$ cat config.mk
export PLATFORM = sky130hd
export DESIGN_NAME = dmem_arb
export DESIGN_NICKNAME = d
export VERILOG_FILES = /design/src/rtl/dmem_arb_pkg.sv /design/src/rtl/rr_arb2.sv /design/src/rtl/dmem_arb.sv
export SDC_FILE = /design/constraint.sdc
export NUM_CORES = 1
export LEC_CHECK = 0
export CAP_MARGIN = 0
export CORE_ASPECT_RATIO = 0.7
export CORE_MARGIN = 2
export CORE_UTILIZATION = 23
export CTS_BUF_LIST = sky130_fd_sc_hd__clkbuf_4 sky130_fd_sc_hd__clkbuf_8 sky130_fd_sc_hd__clkbuf_16
export DETAILED_ROUTE_END_ITERATION = 10
export GPL_TIMING_DRIVEN = 0
export HOLD_SLACK_MARGIN = 0.15
export PLACE_DENSITY = 0.8
export SKIP_CTS_REPAIR_TIMING = 1
export SYNTH_ARGS = -nofsm -noshare
export SYNTH_HDL_FRONTEND = slang
export SYNTH_SLANG_ARGS = --single-unit
$ cat constraint.sdc
create_clock -name clk -period 1.44 [get_ports clk]
set_input_delay 0.144 -clock clk [delete_from_list [all_inputs] [get_ports clk]]
set_output_delay 0.144 -clock clk [all_outputs]
set_load 0.005 [all_outputs]
$ cat src/rtl/dmem_arb_pkg.sv
`default_nettype none
// ============================================================================
//  Module      : dmem_arb_pkg
//  Description : Shared types and constants for the two-master data memory
//                arbiter (master identifiers, arbitration mode encodings).
//  Revision    : 1.0  initial release
// ============================================================================
package dmem_arb_pkg;

    // Identifies which requester owns a grant or an outstanding read
    typedef enum logic {
        M0 = 1'b0,
        M1 = 1'b1
    } master_t;

    // Arbitration mode encodings for PRIO_MODE
    localparam int RR    = 0;
    localparam int FIXED = 1;

    // Bus widths on the requester side
    localparam int ADDR_W = 16;
    localparam int DATA_W = 16;

    // Returns the master that is not m
    function automatic master_t other_master(input master_t m);
        return (m == M0) ? M1 : M0;
    endfunction

endpackage
`default_nettype wire

$ cat src/rtl/rr_arb2.sv
`default_nettype none
// ============================================================================
//  Module      : rr_arb2
//  Description : Two-requester combinational grant generator. Round-robin
//                via a last-granted pointer, or fixed priority to requester 0
//                with a starvation counter that force-grants requester 1.
//  Revision    : 1.0  initial release
// ============================================================================
module rr_arb2
    import dmem_arb_pkg::*;
#(
    parameter int PRIO_MODE  = RR,
    parameter int STARVE_MAX = 8
) (
    input  logic clk,
    input  logic rst,
    input  logic i_req0,
    input  logic i_req1,
    output logic o_gnt0,
    output logic o_gnt1
);

    localparam logic [7:0] c_starve_max = 8'(STARVE_MAX);

    master_t    r_last;
    logic [7:0] r_starve_cnt;
    logic       w_force;

    // Requester 1 has waited the maximum number of cycles and must win now
    assign w_force = (PRIO_MODE == FIXED) && i_req1 && (r_starve_cnt == c_starve_max);

    // Grant decision; nothing is granted while reset is held
    always_comb begin
        o_gnt0 = 1'b0;
        o_gnt1 = 1'b0;
        if (!rst) begin
            if (i_req0 && i_req1) begin
                if (PRIO_MODE == FIXED) begin
                    o_gnt1 = w_force;
                    o_gnt0 = !w_force;
                end else begin
                    // Conflict goes to whoever did not win last time
                    o_gnt0 = (other_master(r_last) == M0);
                    o_gnt1 = (other_master(r_last) == M1);
                end
            end else begin
                o_gnt0 = i_req0;
                o_gnt1 = i_req1;
            end
        end
    end

    // Last-granted pointer and starvation counter
    always_ff @(posedge clk) begin
        if (rst) begin
            r_last       <= M1;
            r_starve_cnt <= '0;
        end else begin
            if (o_gnt0) begin
                r_last <= M0;
            end else if (o_gnt1) begin
                r_last <= M1;
            end
            // Counter cannot pass c_starve_max: equality forces a grant,
            // which clears it on the following edge
            if ((PRIO_MODE == FIXED) && i_req1 && !o_gnt1) begin
                r_starve_cnt <= r_starve_cnt + 8'd1;
            end else begin
                r_starve_cnt <= '0;
            end
        end
    end

endmodule
`default_nettype wire

$ cat src/rtl/dmem_arb.sv
`default_nettype none
// ============================================================================
//  Module      : dmem_arb
//  Description : Shares the single-port data memory between the processor
//                data port (master 0) and a second bus master (master 1).
//                Grants one access per cycle, muxes the memory port, blocks
//                out-of-range writes and routes read data back one cycle
//                later to the master that issued the read.
//  Revision    : 1.0  initial release
// ============================================================================
module dmem_arb
    import dmem_arb_pkg::*;
#(
    parameter int DMEM_DEPTH = 13,
    parameter int PRIO_MODE  = RR,
    parameter int STARVE_MAX = 8
) (
    input  logic                  clk,
    input  logic                  rst,
    input  logic                  m0_req,
    input  logic                  m0_we,
    input  logic [ADDR_W-1:0]     m0_addr,
    input  logic [DATA_W-1:0]     m0_wdata,
    output logic                  m0_gnt,
    output logic                  m0_rvalid,
    output logic [DATA_W-1:0]     m0_rdata,
    input  logic                  m1_req,
    input  logic                  m1_we,
    input  logic [ADDR_W-1:0]     m1_addr,
    input  logic [DATA_W-1:0]     m1_wdata,
    output logic                  m1_gnt,
    output logic                  m1_rvalid,
    output logic [DATA_W-1:0]     m1_rdata,
    output logic                  mem_we,
    output logic [DMEM_DEPTH-1:0] mem_addr,
    output logic [DATA_W-1:0]     mem_wdata,
    input  logic [DATA_W-1:0]     mem_rdata,
    output logic                  oor_err
);

    logic              w_gnt0;
    logic              w_gnt1;
    logic              w_any_gnt;
    master_t           w_sel;
    logic              w_we;
    logic [ADDR_W-1:0] w_addr;
    logic [DATA_W-1:0] w_wdata;
    logic              w_oor;
    logic              w_rvalid;
    logic [DATA_W-1:0] w_rdata;

    logic              r_rd_pend;
    master_t           r_rd_owner;
    logic              r_rd_oor;

    rr_arb2 #(
        .PRIO_MODE  (PRIO_MODE),
        .STARVE_MAX (STARVE_MAX)
    ) u_rr_arb2 (
        .clk    (clk),
        .rst    (rst),
        .i_req0 (m0_req),
        .i_req1 (m1_req),
        .o_gnt0 (w_gnt0),
        .o_gnt1 (w_gnt1)
    );

    assign m0_gnt    = w_gnt0;
    assign m1_gnt    = w_gnt1;
    assign w_any_gnt = w_gnt0 || w_gnt1;

    // Master 0 drives the port unless master 1 holds the grant
    always_comb begin
        w_sel   = M0;
        w_we    = m0_we;
        w_addr  = m0_addr;
        w_wdata = m0_wdata;
        if (w_gnt1) begin
            w_sel   = M1;
            w_we    = m1_we;
            w_addr  = m1_addr;
            w_wdata = m1_wdata;
        end
    end

    // Any address bit above the memory depth marks the access out of range
    if (DMEM_DEPTH < ADDR_W) begin : g_oor_chk
        assign w_oor = |w_addr[ADDR_W-1:DMEM_DEPTH];
    end else begin : g_oor_none
        assign w_oor = 1'b0;
    end

    assign mem_addr  = w_addr[DMEM_DEPTH-1:0];
    assign mem_wdata = w_wdata;
    assign mem_we    = w_any_gnt && w_we && !w_oor;
    assign oor_err   = w_any_gnt && w_oor;

    // Read return pipeline: remember who asked and whether it was out of range
    always_ff @(posedge clk) begin
        if (rst) begin
            r_rd_pend  <= 1'b0;
            r_rd_owner <= M0;
            r_rd_oor   <= 1'b0;
        end else begin
            r_rd_pend  <= w_any_gnt && !w_we;
            r_rd_owner <= w_sel;
            r_rd_oor   <= w_oor;
        end
    end

    // Reset in the return cycle kills the response as well
    assign w_rvalid  = r_rd_pend && !rst;
    assign w_rdata   = r_rd_oor ? '0 : mem_rdata;

    assign m0_rvalid = w_rvalid && (r_rd_owner == M0);
    assign m1_rvalid = w_rvalid && (r_rd_owner == M1);
    assign m0_rdata  = m0_rvalid ? w_rdata : '0;
    assign m1_rdata  = m1_rvalid ? w_rdata : '0;

endmodule
`default_nettype wire

==> flow_metrics.env, run 1 <==
export IMPL_synth_top_family_by_area="multiplexers"
export IMPL_drcViolationCount=0
export IMPL_finalSetupViolations=44
export IMPL_dieArea_sq_mm=0.00479
export IMPL_drt_wl_total_microns=4720
export IMPL_power_density_mw_per_mm2=365
export IMPL_layout_setup_ws_ns=-0.157
export IMPL_path_max_fanout=5
export IMPL_muxShareOfSynthArea=0.435
export IMPL_hp_class="in -> reg"
export IMPL_wl_met2_microns=2450
export IMPL_rr_startpoint="u_rr_arb2.r_last"
export IMPL_clockRootBuffer="clkbuf_8"
export IMPL_clk_latency_ns=0.21
export IMPL_synth_avg_cell_area_sq_um=8.71
export IMPL_violations="negative setup slack"
export IMPL_synth_area_leaders="mux2_4 40%, nor2_1 12%, nand2b_1 10%"
export IMPL_fin_crit_ns=1.60
export IMPL_globalplace_congestion=0.755
export IMPL_crit_type="reg -> out"
export IMPL_final_setup_tns_ns=-4.00
export IMPL_tritoncts="done"
export IMPL_cts_sinks=4
export IMPL_grt_pass1_vias=1353
export IMPL_dp_hpwl_microns=3630
export IMPL_drtIter0Drc=45
export IMPL_skew_ns=0.00131
export IMPL_yosysMostFrequentCell="nor2_1"
export IMPL_ys_top_cells_by_count="32 x nor2_1, 26 x mux2_4, 16 x nand2b_1"
export IMPL_synth_nets=198
export IMPL_maxClockFrequency_mhz=626
export IMPL_vias_per_cell=4.37
export IMPL_fillers=324
export IMPL_timing_rr_end="r_rd_oor"
export IMPL_ys_ff_latch=4
export IMPL_final_area_sq_mm=0.00282
export IMPL_rows=19
export IMPL_grt_overflow=0
export IMPL_io_pins=153
export IMPL_final_net_count=372
export IMPL_synth_compound_area_share=0.0756
export IMPL_ant_nets=0
export IMPL_async_reset_ff_frac=0
export IMPL_cts_buffers=3
export IMPL_status="finished with violations"
export IMPL_reg2reg_setup_slack_ns=0.30
export IMPL_grt_max_degree=11
export IMPL_dpl_cell_area_sq_mm=0.00256
export IMPL_finalCritPeriodShare=1.11
export IMPL_antenna_found_initial=0
export IMPL_post_synth_top_area_fraction=0.400
export IMPL_met3_length_microns=363
export IMPL_wire_per_inst_microns=14.0
export IMPL_ys_warn_count=0
export IMPL_grt_util_all_layers=0.161
export IMPL_required_ns=1.30
export IMPL_drive_gt1_frac=0.454
export IMPL_synth_edf_count=0
export IMPL_port_buffers=152
export IMPL_synth_area_leader_cell="mux2_4"
export IMPL_leakagePower_nw=1.65
export IMPL_clockBufferDepth=2
export IMPL_synthesis_area_sq_um=976
export IMPL_netlist_cell_type_count=27
export IMPL_vias=1468
export IMPL_clkTransAtPathRegs_ns=0.03
export IMPL_grt_first_pass_wirelength_microns=6090
export IMPL_startpoint="r_rd_pend"
export IMPL_coreArea_sq_mm=0.00399
export IMPL_seq_area_frac_synth=0.0821
export IMPL_netlist_instances=112
export IMPL_drt_first_pass_iters=4
export IMPL_dieWidth_microns=81.9
export IMPL_vdd_drop_max_uv=275
export IMPL_cap_violations=0
export IMPL_worstPathArrival_ns=1.45
export IMPL_endpoint="m0_rdata[8]"
export IMPL_dr_max_layer_used="met4"
export IMPL_dieHeight_microns=58.5
export IMPL_synth_simple_gate_area_share=0.301
export IMPL_worst_pin_slew_ns=0.325
export IMPL_maxSlewHeadroom=0.783
export IMPL_synth_xor_area_frac=0
export IMPL_synth_top_flop_cell="dfxtp_1"
export IMPL_synth_fa_ha_area_frac=0
export IMPL_start_util=0.244
export IMPL_wl_met1_microns=1880
export IMPL_finalHoldViolations=0
export IMPL_htreeDepth=1
export IMPL_rsz0062_at_grt="true"
export IMPL_cp_end_kind="primary output"
export IMPL_antenna_cells=0
export IMPL_syn_to_final_growth_pct=189
export IMPL_reg2reg_depth=4
export IMPL_startpoint_type="flip-flop"
export IMPL_finalMaxSlewViolations=0
[placed cells by master, fill, tap and decap left out, drive strengths merged, types with 2 or more instances in the layout]
master	instances
clkdlybuf4s50	78
buf	38
clkbuf	36
nor2	32
mux2	29
dlymetal6s2s	27
nand2b	16
dfxtp	4
and2	4
a211oi	3
inv	2
a21oi	2
[metal layers]
metal,vias up,global-route usage
met5,-,0
met4,0,0.0238
met3,2,0.0521
met2,65,0.293
met1,674,0.188
li1,727,-
[through the flow]
step | util | setup slack (ns) | power [mW] | std cells | hold slack [ns]
after floorplan | - | 0.183 | 0.352 | 112 | 0.217
after global placement | 0.642 | -0.825 | 0.757 | 316 | 0.495
after detailed placement | 0.642 | -0.855 | 0.768 | 316 | 0.511
after CTS | 0.652 | -0.864 | 1.00 | 319 | 0.520
after global routing | 0.706 | -0.188 | 1.09 | 336 | 0.314
final | 0.706 | -0.157 | 1.03 | 336 | 0.287
[power breakdown]
group          internal [mW]  switching (mW)  total [mW]
combinational          0.466           0.201       0.667
clock                  0.178          0.0547       0.233
sequential             0.121         0.00825       0.129
total                  0.765           0.264        1.03
[worst max-delay path: stages, from the launching register on]
cell and delay, ns:
dfxtp_2 0.32, or3b_4 0.41, buf_8 0.16, clkbuf_16 0.15
nor2_1 0.08, buf_2 0.12
[state kept, by name, indices dropped and copies added (netlist names)]
register          flops
r_rd_oor              1
r_rd_owner            1
r_rd_pend             1
u_rr_arb2.r_last      1
[final cells by class]
type	instances	area (sq um)	area share
timing repair buffer	169	1590	0.564
multi-input combinational	98	915	0.324
buffer	7	109	0.0386
sequential	4	83.8	0.0297
tap	52	65.1	0.0231
clock buffer	3	41.3	0.0146
inverter	3	16.3	0.00577
[how the worst min path moves through the flow]
| stage | startpoint | end | cells after the start |
|---|---|---|---|
| global route | m0_req | u_rr_arb2.r_last | 2 |
| global placement | u_rr_arb2.r_last | u_rr_arb2.r_last | 2 |
| detailed placement | u_rr_arb2.r_last | u_rr_arb2.r_last | 2 |
| CTS | u_rr_arb2.r_last | u_rr_arb2.r_last | 2 |
| finish | m0_req | u_rr_arb2.r_last | 2 |
| floorplan | rst | r_rd_oor | 1 |
[logic make-up after synthesis]
family	Yosys count
multiplexers	29
AND/OR/NAND/NOR	58
buffers and inverters	11
flip-flops	4
AO/OA/AOI/OAI	10
(Power assumes the default switching activity.)
==> run 2, diff against run 1 <==
Settings changed: CORE_MARGIN 2 to unset.
==> run 2 against run 1 <==
The flow still finishes with violations (negative setup slack); largest cell class unchanged; sequential power about the same; sequential share of layout area barely moved; clock power about the same; via count shrank 0.14%; register-to-register slack lost 0.09 ns; count of clock-buffer cells in the layout unchanged; critical path type unchanged; maximum frequency down 6.4%; clock skew increased by 0.0027 ns; design area is 0.67% higher; combinational power up 3%; wire length grew 0.49%; worst hold slack worse by 0.032 ns.
==> flow_metrics.env, run 2 (same netlist as run 1, synthesis figures left out) <==
export IMPL_status="finished with violations"
export IMPL_violations="negative setup slack"
export IMPL_crit_type="reg -> out"
export IMPL_leakagePower_nw=1.68
export IMPL_globalplace_congestion=0.700
export IMPL_cts_sinks=4
export IMPL_tritoncts="done"
export IMPL_vdd_drop_max_uv=277
export IMPL_path_max_fanout=7
export IMPL_cp_top_family="buffers and inverters"
export IMPL_startpoint_type="flip-flop"
export IMPL_cpPeakStageDelay_ns=0.34
export IMPL_port_buffers=152
export IMPL_power_density_mw_per_mm2=370
export IMPL_min_path_cells=3
export IMPL_dp_hpwl_microns=3500
export IMPL_drt_first_pass_iters=4
export IMPL_dp_cells=316
export IMPL_drcViolationCount=0
export IMPL_drtIter0Drc=22
export IMPL_clk_latency_ns=0.22
export IMPL_crit_top_cell="buf_6"
export IMPL_reg2reg_setup_slack_ns=0.21
export IMPL_antenna_found_initial=0
export IMPL_rows=19
export IMPL_hp_class="in -> reg"
export IMPL_htreeDepth=1
export IMPL_drive_gt1_frac=0.451
export IMPL_fin_hold_ws_ns=0.255
export IMPL_grt_util_all_layers=0.178
export IMPL_worst_path_max_delay_cell="dfxtp_2"
export IMPL_required_ns=1.30
export IMPL_vias_per_cell=4.36
export IMPL_cap_violations=0
export IMPL_finalSetupViolations=44
export IMPL_dieArea_sq_mm=0.00451
export IMPL_dieWidth_microns=79.9
export IMPL_worstPathArrival_ns=1.56
export IMPL_vias=1466
export IMPL_fin_cells=336
export IMPL_finalHoldViolations=0
export IMPL_path_buf_inv=4
export IMPL_coreArea_sq_mm=0.00399
export IMPL_cp_depth=7
export IMPL_reg2reg_depth=6
export IMPL_cp_end_kind="primary output"
export IMPL_grt_max_degree=11
export IMPL_cts_buffers=3
export IMPL_io_pins=153
export IMPL_cp_cell_sequence="nand2_4, and2_4, buf_12, clkbuf_16, buf_6, mux2_4, buf_6"
export IMPL_finalCritPeriodShare=1.19
export IMPL_start_util=0.244
export IMPL_clkTransAtPathRegs_ns=0.03
export IMPL_final_common_cell="clkdlybuf4s50_1"
export IMPL_rsz0062_at_grt="true"
export IMPL_wire_per_inst_microns=14.1
export IMPL_syn_to_final_growth_pct=191
export IMPL_final_cell_mix="78 x clkdlybuf4s50_1, 29 x mux2_4, 28 x dlymetal6s2s_1, 24 x clkbuf_2, 22 x nor2_1"
export IMPL_grt_overflow=0
export IMPL_ant_nets=0
export IMPL_grt_first_pass_wirelength_microns=6280
export IMPL_clockRootBuffer="clkbuf_8"
export IMPL_place_ws_ns=-0.837
export IMPL_worst_pin_slew_ns=0.410
export IMPL_final_util=0.711
export IMPL_final_net_count=372
export IMPL_fin_crit_ns=1.71
export IMPL_dieHeight_microns=56.5
export IMPL_finalMaxSlewViolations=0
export IMPL_grt_pass1_vias=1329
export IMPL_clockBufferDepth=2
export IMPL_antenna_cells=0
export IMPL_maxSlewHeadroom=0.726
export IMPL_maxClockFrequency_mhz=586
export IMPL_layout_setup_ws_ns=-0.267
export IMPL_skew_ns=0.00401
export IMPL_drt_wl_total_microns=4740
run 2: changes by cell type in the layout (fill, tap and decap cells not counted), sizes merged:
| cell | before | now |
|---|---|---|
| inv | 2 | 3 |
| clkinv | 1 | 0 |
| and2 | 4 | 3 |
| dlymetal6s2s | 27 | 28 |
| buf | 38 | 44 |
| clkbuf | 36 | 30 |
run 2: worst paths after layout:
path	from	to
setup / recovery	u_rr_arb2.r_last	mem_wdata[3]
hold / removal	m1_req	u_rr_arb2.r_last
setup reg to reg	u_rr_arb2.r_last	r_rd_pend
hold reg to reg	u_rr_arb2.r_last	u_rr_arb2.r_last
run 2: power breakdown:
group | leakage, nW | internal [mW] | switching [mW] | total (mW)
clock | 0.0216 | 0.178 | 0.0573 | 0.235
sequential | 0.0335 | 0.121 | 0.00712 | 0.128
combinational | 1.63 | 0.484 | 0.202 | 0.686
run 2: stage by stage:
step / setup TNS [ns] / instance area [sq um] / power (mW)
floorplan: 0 / 976 / 0.352
global placement: -46.03 / 2560 / 0.757
detailed placement: -47.08 / 2560 / 0.766
CTS: -46.89 / 2600 / 1.01
global route: -9.36 / 2840 / 1.12
finish: -6.82 / 2840 / 1.05
run 2: final cells by class:
| cell class | instances | area [sq um] |
|---|---|---|
| Sequential cell | 4 | 83.8 |
| Inverter | 3 | 11.3 |
| Fill cell | 329 | 1160 |
| Multi-Input combinational cell | 97 | 886 |
| Buffer | 8 | 125 |
| Clock buffer | 3 | 41.3 |
| Tap cell | 52 | 65.1 |
| Timing Repair Buffer | 169 | 1630 |
run 2: layer usage:
| layer | vias up | track usage | routed length (microns) |
|---|---|---|---|
| met5 | - | 0 | 0 |
| met4 | 0 | 0.0459 | 21 |
| met3 | 2 | 0.0553 | 353 |
| met2 | 63 | 0.316 | 2530 |
| met1 | 677 | 0.206 | 1830 |
| li1 | 724 | - | - |
run 2: worst register-to-register path, delay by kind of cell (launching register included):
family / cells / cell delay, ns
flops: 1 / 0.34
simple gates: 2 / 0.19
compound gates: 1 / 0.20
buf+inv: 3 / 0.40
